### config.mk
export PLATFORM = sky130hd
export DESIGN_NAME = uart_rx
export DESIGN_NICKNAME = d
export VERILOG_FILES = /design/src/rtl/uart_rx.sv
export SDC_FILE = /design/constraint.sdc
export NUM_CORES = 1
export LEC_CHECK = 0
export CORE_UTILIZATION = 55
export DETAILED_ROUTE_END_ITERATION = 7
export GPL_TIMING_DRIVEN = 0
export PLACE_DENSITY_LB_ADDON = 0.08
export SKIP_LAST_GASP = 1
export SLEW_MARGIN = 15
export SYNTH_ARGS = -nofsm -noshare
export SYNTH_HDL_FRONTEND = slang
export SYNTH_SLANG_ARGS = --single-unit
### constraint.sdc
create_clock -name clk -period 5.3 [get_ports clk]
set_input_delay 1.06 -clock clk [delete_from_list [all_inputs] [get_ports clk]]
set_output_delay 1.06 -clock clk [all_outputs]
set_load 0.005 [all_outputs]
### src/rtl/uart_rx.sv
// uart_rx -- memory-mapped 8N1 UART receiver with a byte FIFO.
//
// Deserialises frames from the asynchronous rx pin and buffers the received
// bytes in a FIFO_DEPTH-entry FIFO. A small register file is exposed on the
// CPU data bus, and an interrupt is raised while data is waiting.
//
// Ports:
//   clk, rst       system clock, synchronous active-high reset
//   addr           CPU address; only addr[3:2] selects a register
//   write_data     CPU store data
//   write_enable   store strobe (already qualified by region decode)
//   read_enable    load strobe (already qualified by region decode)
//   read_data      combinational register read data for addr
//   uart_rx_valid  mirrors read_enable
//   rx             serial input, idle high, asynchronous to clk
//   rx_interrupt   irq_en && FIFO not empty
//
// Register map (addr[3:2]):
//   0 RX_DATA  RO   [7:0] FIFO head (0 when empty); a read pops one entry
//   1 STATUS        [0] avail, [1] full, [2] overrun W1C, [3] frame_err W1C,
//                   [15:8] count
//   2 CTRL     RW   [0] irq_en
//   3 -             reads 0, writes ignored
module uart_rx #(
    parameter int CLKS_PER_BIT = 868,
    parameter int FIFO_DEPTH   = 16
) (
    input  logic        clk,
    input  logic        rst,
    input  logic [31:0] addr,
    input  logic [31:0] write_data,
    input  logic        write_enable,
    input  logic        read_enable,
    output logic [31:0] read_data,
    output logic        uart_rx_valid,
    input  logic        rx,
    output logic        rx_interrupt
);

    localparam int CNT_W  = $clog2(CLKS_PER_BIT);
    localparam int PTR_W  = $clog2(FIFO_DEPTH);
    localparam int FCNT_W = PTR_W + 1;

    localparam logic [CNT_W-1:0]  HALF_END = CNT_W'(CLKS_PER_BIT / 2 - 1);
    localparam logic [CNT_W-1:0]  BIT_END  = CNT_W'(CLKS_PER_BIT - 1);
    localparam logic [FCNT_W-1:0] DEPTH_C  = FCNT_W'(FIFO_DEPTH);

    typedef enum logic [1:0] {IDLE, START, DATA, STOP} state_t;

    state_t state, state_nxt;

    logic             rx_meta, rx_s;
    logic [CNT_W-1:0] tick;
    logic [2:0]       bit_idx;
    logic [7:0]       shreg;

    // FSM strobes
    logic tick_clr, shift_en, push_req, frame_set;

    // FIFO
    logic [7:0]        mem [FIFO_DEPTH];
    logic [PTR_W-1:0]  wr_ptr, rd_ptr;
    logic [FCNT_W-1:0] count;
    logic              full, empty, pop, do_push, ovr_set;

    // Status / control
    logic       overrun, frame_err, irq_en;
    logic [1:0] sel;
    logic       wr_status, wr_ctrl;
    logic [7:0] count8;

    logic unused_bits;
    assign unused_bits = ^{addr[31:4], addr[1:0], write_data[31:4], write_data[1]};

    // ---------------------------------------------------------------
    // Synchroniser: resets to idle-high so reset never looks like a start bit
    // ---------------------------------------------------------------
    always_ff @(posedge clk) begin
        if (rst) begin
            rx_meta <= 1'b1;
            rx_s    <= 1'b1;
        end else begin
            rx_meta <= rx;
            rx_s    <= rx_meta;
        end
    end

    // ---------------------------------------------------------------
    // Receive FSM
    // ---------------------------------------------------------------
    always_ff @(posedge clk) begin
        if (rst) state <= IDLE;
        else     state <= state_nxt;
    end

    always_comb begin
        state_nxt = state;
        tick_clr  = 1'b0;
        shift_en  = 1'b0;
        push_req  = 1'b0;
        frame_set = 1'b0;
        case (state)
            IDLE: begin
                tick_clr = 1'b1;
                if (!rx_s) state_nxt = START;
            end
            START: begin
                // Half a bit in: a line that is high again was only a glitch.
                if (tick == HALF_END) begin
                    tick_clr  = 1'b1;
                    state_nxt = rx_s ? IDLE : DATA;
                end
            end
            DATA: begin
                if (tick == BIT_END) begin
                    tick_clr = 1'b1;
                    shift_en = 1'b1;
                    if (bit_idx == 3'd7) state_nxt = STOP;
                end
            end
            STOP: begin
                // Return to IDLE mid-stop-bit so a back-to-back start edge is seen.
                if (tick == BIT_END) begin
                    tick_clr  = 1'b1;
                    state_nxt = IDLE;
                    if (rx_s) push_req  = 1'b1;
                    else      frame_set = 1'b1;
                end
            end
            default: state_nxt = IDLE;
        endcase
    end

    always_ff @(posedge clk) begin
        if (rst) begin
            tick    <= '0;
            bit_idx <= '0;
            shreg   <= '0;
        end else begin
            tick <= tick_clr ? '0 : tick + 1'b1;
            if (state == IDLE) bit_idx <= '0;
            if (shift_en) begin
                shreg   <= {rx_s, shreg[7:1]};   // LSB arrives first
                bit_idx <= bit_idx + 1'b1;
            end
        end
    end

    // ---------------------------------------------------------------
    // Bus decode
    // ---------------------------------------------------------------
    assign sel       = addr[3:2];
    assign wr_status = write_enable && (sel == 2'd1);
    assign wr_ctrl   = write_enable && (sel == 2'd2);

    // ---------------------------------------------------------------
    // FIFO
    // ---------------------------------------------------------------
    assign full  = (count == DEPTH_C);
    assign empty = (count == '0);
    assign pop   = read_enable && (sel == 2'd0) && !empty;
    // A pop in the same cycle frees the slot, so a full FIFO still accepts.
    assign do_push = push_req && (!full || pop);
    assign ovr_set = push_req && full && !pop;

    always_ff @(posedge clk) begin
        if (rst) begin
            wr_ptr <= '0;
            rd_ptr <= '0;
            count  <= '0;
        end else begin
            if (do_push) wr_ptr <= wr_ptr + 1'b1;
            if (pop)     rd_ptr <= rd_ptr + 1'b1;
            case ({do_push, pop})
                2'b10:   count <= count + 1'b1;
                2'b01:   count <= count - 1'b1;
                default: count <= count;
            endcase
        end
    end

    always_ff @(posedge clk) begin
        if (do_push) mem[wr_ptr] <= shreg;
    end

    // ---------------------------------------------------------------
    // Sticky flags (set beats W1C) and control
    // ---------------------------------------------------------------
    always_ff @(posedge clk) begin
        if (rst) begin
            overrun   <= 1'b0;
            frame_err <= 1'b0;
            irq_en    <= 1'b0;
        end else begin
            if (ovr_set)                         overrun <= 1'b1;
            else if (wr_status && write_data[2]) overrun <= 1'b0;

            if (frame_set)                       frame_err <= 1'b1;
            else if (wr_status && write_data[3]) frame_err <= 1'b0;

            if (wr_ctrl) irq_en <= write_data[0];
        end
    end

    // ---------------------------------------------------------------
    // Read mux and outputs
    // ---------------------------------------------------------------
    assign count8 = 8'(count);

    always_comb begin
        read_data = '0;
        case (sel)
            2'd0: if (!empty) read_data[7:0] = mem[rd_ptr];
            2'd1: begin
                read_data[0]    = !empty;
                read_data[1]    = full;
                read_data[2]    = overrun;
                read_data[3]    = frame_err;
                read_data[15:8] = count8;
            end
            2'd2: read_data[0] = irq_en;
            default: read_data = '0;
        endcase
    end

    assign uart_rx_valid = read_enable;
    assign rx_interrupt  = irq_en && !empty;

endmodule
Word level (Yosys, flattened, before mapping)
Memory sizes are Yosys's and may differ from the RTL's. A register that Yosys moved wholly into a read port is not among the register bits.
Cells that the tools add are included.
{"block": "totals", "n_memories": 1, "ramBits": 128, "wordCells": 92, "out_inout_bits": 34, "ff_bits": 41, "inputBits": 69}
{"name": "mem", "words": 16, "width": 8, "read_ports": 1, "rd_clocked_by_memory_dff": 1, "wr": 1, "line": "61", "text": "logic [7:0] mem [FIFO_DEPTH];"}
{"block": "op_classes", "reduce_logical": 24, "add_sub_neg": 6, "mux": 33, "eq_ne": 16}
{"op": "2-to-1 mux 1 bit", "count": 15}
{"op": "2-to-1 mux 2 bit", "count": 6}
{"op": "2-to-1 mux 4 bit", "count": 3}
{"op": "adder 10 x 1 -> 10 bit (second input constant)", "count": 1}
{"op": "== test 10 bit (second input constant)", "count": 1}
{"op": "== test 10 x 9 -> 1 bit (second input constant)", "count": 1}
{"op": "logical AND 1 bit", "count": 10}
{"op": "!= test 2 bit (second input constant)", "count": 5}
{"op": "case mux 5 bit (2 select lines)", "count": 1}
{"op": "adder 4 x 1 -> 4 bit (second input constant)", "count": 2}
{"op": "== test 2 bit (second input constant)", "count": 4}
{"op": "2-to-1 mux 8 bit", "count": 1}
{"op": "case mux 2 bit (4 select lines)", "count": 1}
{"op": "nonzero test 2 bit", "count": 4}
{"op": "== test 2 x 1 -> 1 bit (second input constant)", "count": 3}
{"op": "2-to-1 mux 3 bit", "count": 2}
{"op": "case mux 1 bit (3 select lines)", "count": 2}
{"op": "case mux 3 bit (2 select lines)", "count": 1}
{"op": "adder 5 x 1 -> 5 bit (second input constant)", "count": 1}
{"op": "== test 5 bit (second input constant)", "count": 1}
{"op": "zero test 5 bit", "count": 1}
{"op": "2-to-1 mux 5 bit", "count": 1}
{"op": "AND reduction 5 bit", "count": 1}
{"op": "subtractor 5 x 1 -> 5 bit (second input constant)", "count": 1}
{"op": "6 further kinds", "count": 10}

Logic depth before layout (Yosys ltp)
Gate-level depths: netlist of the first run.
{"block": "depth", "word_depth": 7, "mapped_depth": 10, "depth_no_buf": 10}

Least setup slack after synthesis of the first run
Ideal clock, no wire load.
{"block": "synth_path", "path_kind": "input port to flip-flop", "from": "input port addr[3]", "to": "register count[4]", "t_required_ns": 5.177, "n_path_buf": 0, "setup_ns": 0.123, "arrival_time_ns": 3.144, "slack_ns": 2.033, "stages": 8, "path_cell_list": "or3b_1 > nor3_1 > ha_1 > a21o_1 > a21oi_1 > nor2_1 > a22oi_1 > mux2_1"}
{"block": "synth_between", "elab_chain_cells": 7, "word_cells_on_any_way": 9, "cone_classes": "2 x eq/ne; 1 x mux; 6 x reduce/logical"}
{"item": "start: declaration", "line": "30", "text": "input logic [31:0] addr,"}
{"item": "zero test 2 bit *", "line": "161", "text": "assign pop = read_enable && (sel == 2'd0) && !empty;"}
{"item": "logical AND 1 bit * (2 in series)", "line": "161"}
{"item": "logical OR 1 bit", "line": "163", "text": "assign do_push = push_req && (!full || pop);"}
{"item": "logical AND 1 bit", "line": "163"}
{"item": "== test 2 x 1 -> 1 bit or == test 2 bit (tied branches)", "line": "174", "text": "case ({do_push, pop})"}
{"item": "case mux 5 bit (2 select lines) or nonzero test 2 bit (tied branches)"}
{"item": "end signal: assignment", "line": "175", "text": "2'b10: count <= count + 1'b1;"}
{"item": "end signal: assignment", "line": "176", "text": "2'b01: count <= count - 1'b1;"}
{"item": "end signal: assignment", "line": "177", "text": "default: count <= count;"}
{"item": "end: declaration", "line": "63", "text": "logic [FCNT_W-1:0] count;"}
Mark *: on every way between the ends. The rest lies on a longest branch, timed or not.
A chain may end at the register's enable or synchronous reset.

==> results of run 1 <==
==> layer usage <==
layer | wire length [um] | part of all wire
met5 | 0 | 0
met1 | 6050 | 0.42
met4 | 157 | 0.011
met2 | 7660 | 0.53
met3 | 633 | 0.044
==> report_power, final <==
part | internal, uW | leakage, uW | switching (uW)
logic | 20.3 | 0.00106 | 17.4
registers | 1440 | 0.00155 | 1.28
clock network | 838 | 0.000305 | 507
total | 2290 | 0.00292 | 525
==> final cells by class <==
type	instances	share of cell area
buffer	44	0.0317
clock buffer	18	0.0503
clock inverter	14	0.0254
inverter	7	0.00308
multi-input combinational	281	0.278
sequential	173	0.556
tap	172	0.0252
timing repair buffer	27	0.0305
==> cells by family after synthesis <==
group	Yosys count
AOI/OAI and AO/OA	45
xor gates and xnor gates	15
adders and majority gates	13
buffers and inverters	51
DFF	173
muxes	56
other	1
and+or+nand+nor	133
==> state kept, by name (all words and copies together), names as in the netlist, 3 cells and up, named ones only <==
register  cells
mem         128
rd_ptr        4
wr_ptr        4
count         5
shreg         8
bit_idx       3
tick         10
==> layout by cell type, fill, tap and decap left out, drive strengths merged, types with 12 or more instances in the layout <==
cell / n
edfxtp: 128
dfxtp: 45
nor2: 58
a21oi: 13
conb: 19
nand2: 14
mux4: 33
clkdlybuf4s50: 23
mux2i: 20
clkbuf: 31
buf: 35
ha: 12
==> critical path, delay by kind of cell, from the launching register on <==
kind / cells / cell delay [ns]
buffers and inverters: 3 / 1.60
AO/OA/AOI/OAI: 2 / 0.34
flip-flops: 1 / 0.31
AND/OR/NAND/NOR: 1 / 0.20
multiplexers: 1 / 0.17
==> stage by stage <==
stage	util	setup WS (ns)	area [um^2]	total power, uW
floorplan	-	2.03	7390	1490
global placement	0.611	0.882	7840	1500
detailed placement	0.615	1.20	7890	1500
CTS	0.665	1.16	8530	2830
global route	0.665	0.975	8530	2890
finish	0.665	1.19	8530	2820
==> final timing paths <==
kind / from / to / slack, ns / depth (start not counted)
min reg2reg: rx_meta$_SDFF_PP1_ / rx_s$_SDFF_PP1_ / 0.41 / 1
max reg2reg: tick[0]$_SDFF_PP0_ / count[4]$_SDFFE_PP0P_ / 2.09 / 10
max: register / read_data[3] / 1.19 / 7
min: rx_meta$_SDFF_PP1_ / rx_s$_SDFF_PP1_ / 0.41 / 1
==> flow_summary.json, run 1 <==
{
  "status": "finished, final reports clean",
  "p_per_area_nw_per_um2": 330,
  "cts_setup_buffers": 0,
  "synth_top_cells_by_area": "edfxtp_1 (52%), dfxtp_1 (12%), mux4_2 (10%)",
  "io_buffers": 23,
  "final_hold_viol_count": 0,
  "place.gp.congestion": 0.758,
  "fin_crit_ns": 4.11,
  "synth_cell_types": 55,
  "maxSlewHeadroom": 0.345,
  "grt_pass1_wl_um": 22700,
  "worst_path_max_delay_cell": "clkdlybuf4s50_1",
  "grtUsageMet1": 0.283,
  "crit_type": "reg2out",
  "finalNonFillerCells": 736,
  "clockBufferDepth": 2,
  "dp_hpwl_um": 9780,
  "dp_cells": 704,
  "leakage_uw": 0.00292,
  "ff_latch_area_um2": 4740,
  "synth_top_family_by_area": "multiplexers",
  "yosys_warnings": 0,
  "synth.area.mux_share": 0.133,
  "maxSlewViolCount": 0,
  "vdd_drop_max_v": 0.000314,
  "dieHeight_um": 117,
  "multiInputGateArea_um2": 2370,
  "ys_seq_elements": 173,
  "cpPeakStageDelay_ns": 0.55,
  "post-route-drc-count": 0,
  "design.core.area_um2": 12800,
  "num_vias": 4120,
  "synthAdderAreaFrac": 0.0232,
  "fillers": 927,
  "hold_path.class": "reg2reg",
  "period_share": 0.775,
  "async_flop_share": 0,
  "fin_setup_tns_ns": 0,
  "synth_top_area_share": 0.525,
  "synth_edf_count": 128,
  "num_antenna_cells": 0,
  "synth-simple-area-share": 0.0953,
  "synth_compound_area_frac": 0.0412,
  "clock-sinks": 173,
  "path_clk_slew_ns": 0.06,
  "initial_utilization": 0.571,
  "synth-xor-area-share": 0.0179,
  "grt_max_degree": 19,
  "overflow": 0,
  "busiest_layer": "met2",
  "antenna_found_initial": 0,
  "cts_tree": "done",
  "synth_commonest_cells": "edfxtp_1 (128), nor2_1 (57), dfxtp_1 (45), mux4_2 (33), buf_4 (22)",
  "fmax_ghz": 0.243,
  "drt-total-wl_um": 14500,
  "cts-resized-gates": 0,
  "fin_skew_ns": 0.00523,
  "drt_iter0_markers": 300,
  "synthCells": 487,
  "die_area_um2": 13800,
  "grtUsageTotal": 0.225,
  "gr-usage-met2": 0.385,
  "drive_gt1_frac": 0.206,
  "htreeDepth": 4,
  "rsz0062_at_grt": "false",
  "cpMostUsedCell": "clkbuf_1",
  "viasPerCell": 5.60,
  "area_growth_pct": 16.5,
  "yosysMostFrequentCell": "edfxtp_1",
  "drtPass1Iterations": 5,
  "crit_path_end_kind": "output pin",
  "whs_ns": 0.409,
  "hold_buffers": 0,
  "cap_violations": 0,
  "finalSetupViolCount": 0,
  "clock_latency_ns": 0.42,
  "crit_required_ns": 4.24,
  "startpoint_type": "register",
  "worstMarginPinSlew_ns": 0.979,
  "syn_area_um2": 7320,
  "syn_area_per_cell_um2": 15.0,
  "cp.arrival_ns": 3.05,
  "final_antenna_net_count": 0,
  "final_nets": 633,
  "cts_made_buffers": 17,
  "crit_chain": "clkbuf_1 -> clkbuf_1 -> mux2i_1 -> nor2_1 -> a21oi_1 -> o21ai_0 -> clkdlybuf4s50_1",
  "use_met3": 0.0579,
  "ios": 103,
  "row_count": 41,
  "routedWlPerCell_um": 19.7,
  "grt_pass1_vias": 4116,
  "synthFlopType": "edfxtp_1",
  "yosysTopAreaCell": "edfxtp_1",
  "ys_seq_area_frac": 0.648,
  "root_buffer": "clkbuf_16",
  "die_x_um": 117,
  "worstPathMaxFanout": 10
}
Power figures use the tool's default switching activity.
==> run 2, diff against run 1 <==
- clock period: 5.3 -> 4.2 ns (I/O delays scaled with it)
==> results of run 2 <==
Same layout as run 1 (identical final DEF). Status: finished, final reports clean.
Among the figures that moved: setup slack after placement 1.20 ns -> 0.330 ns; setup slack after layout 1.19 ns -> 0.311 ns; register-to-register setup slack 2.09 ns -> 0.99 ns; total power 2820 uW -> 3560 uW; worst IR drop on VDD 0.000314 V -> 0.000396 V
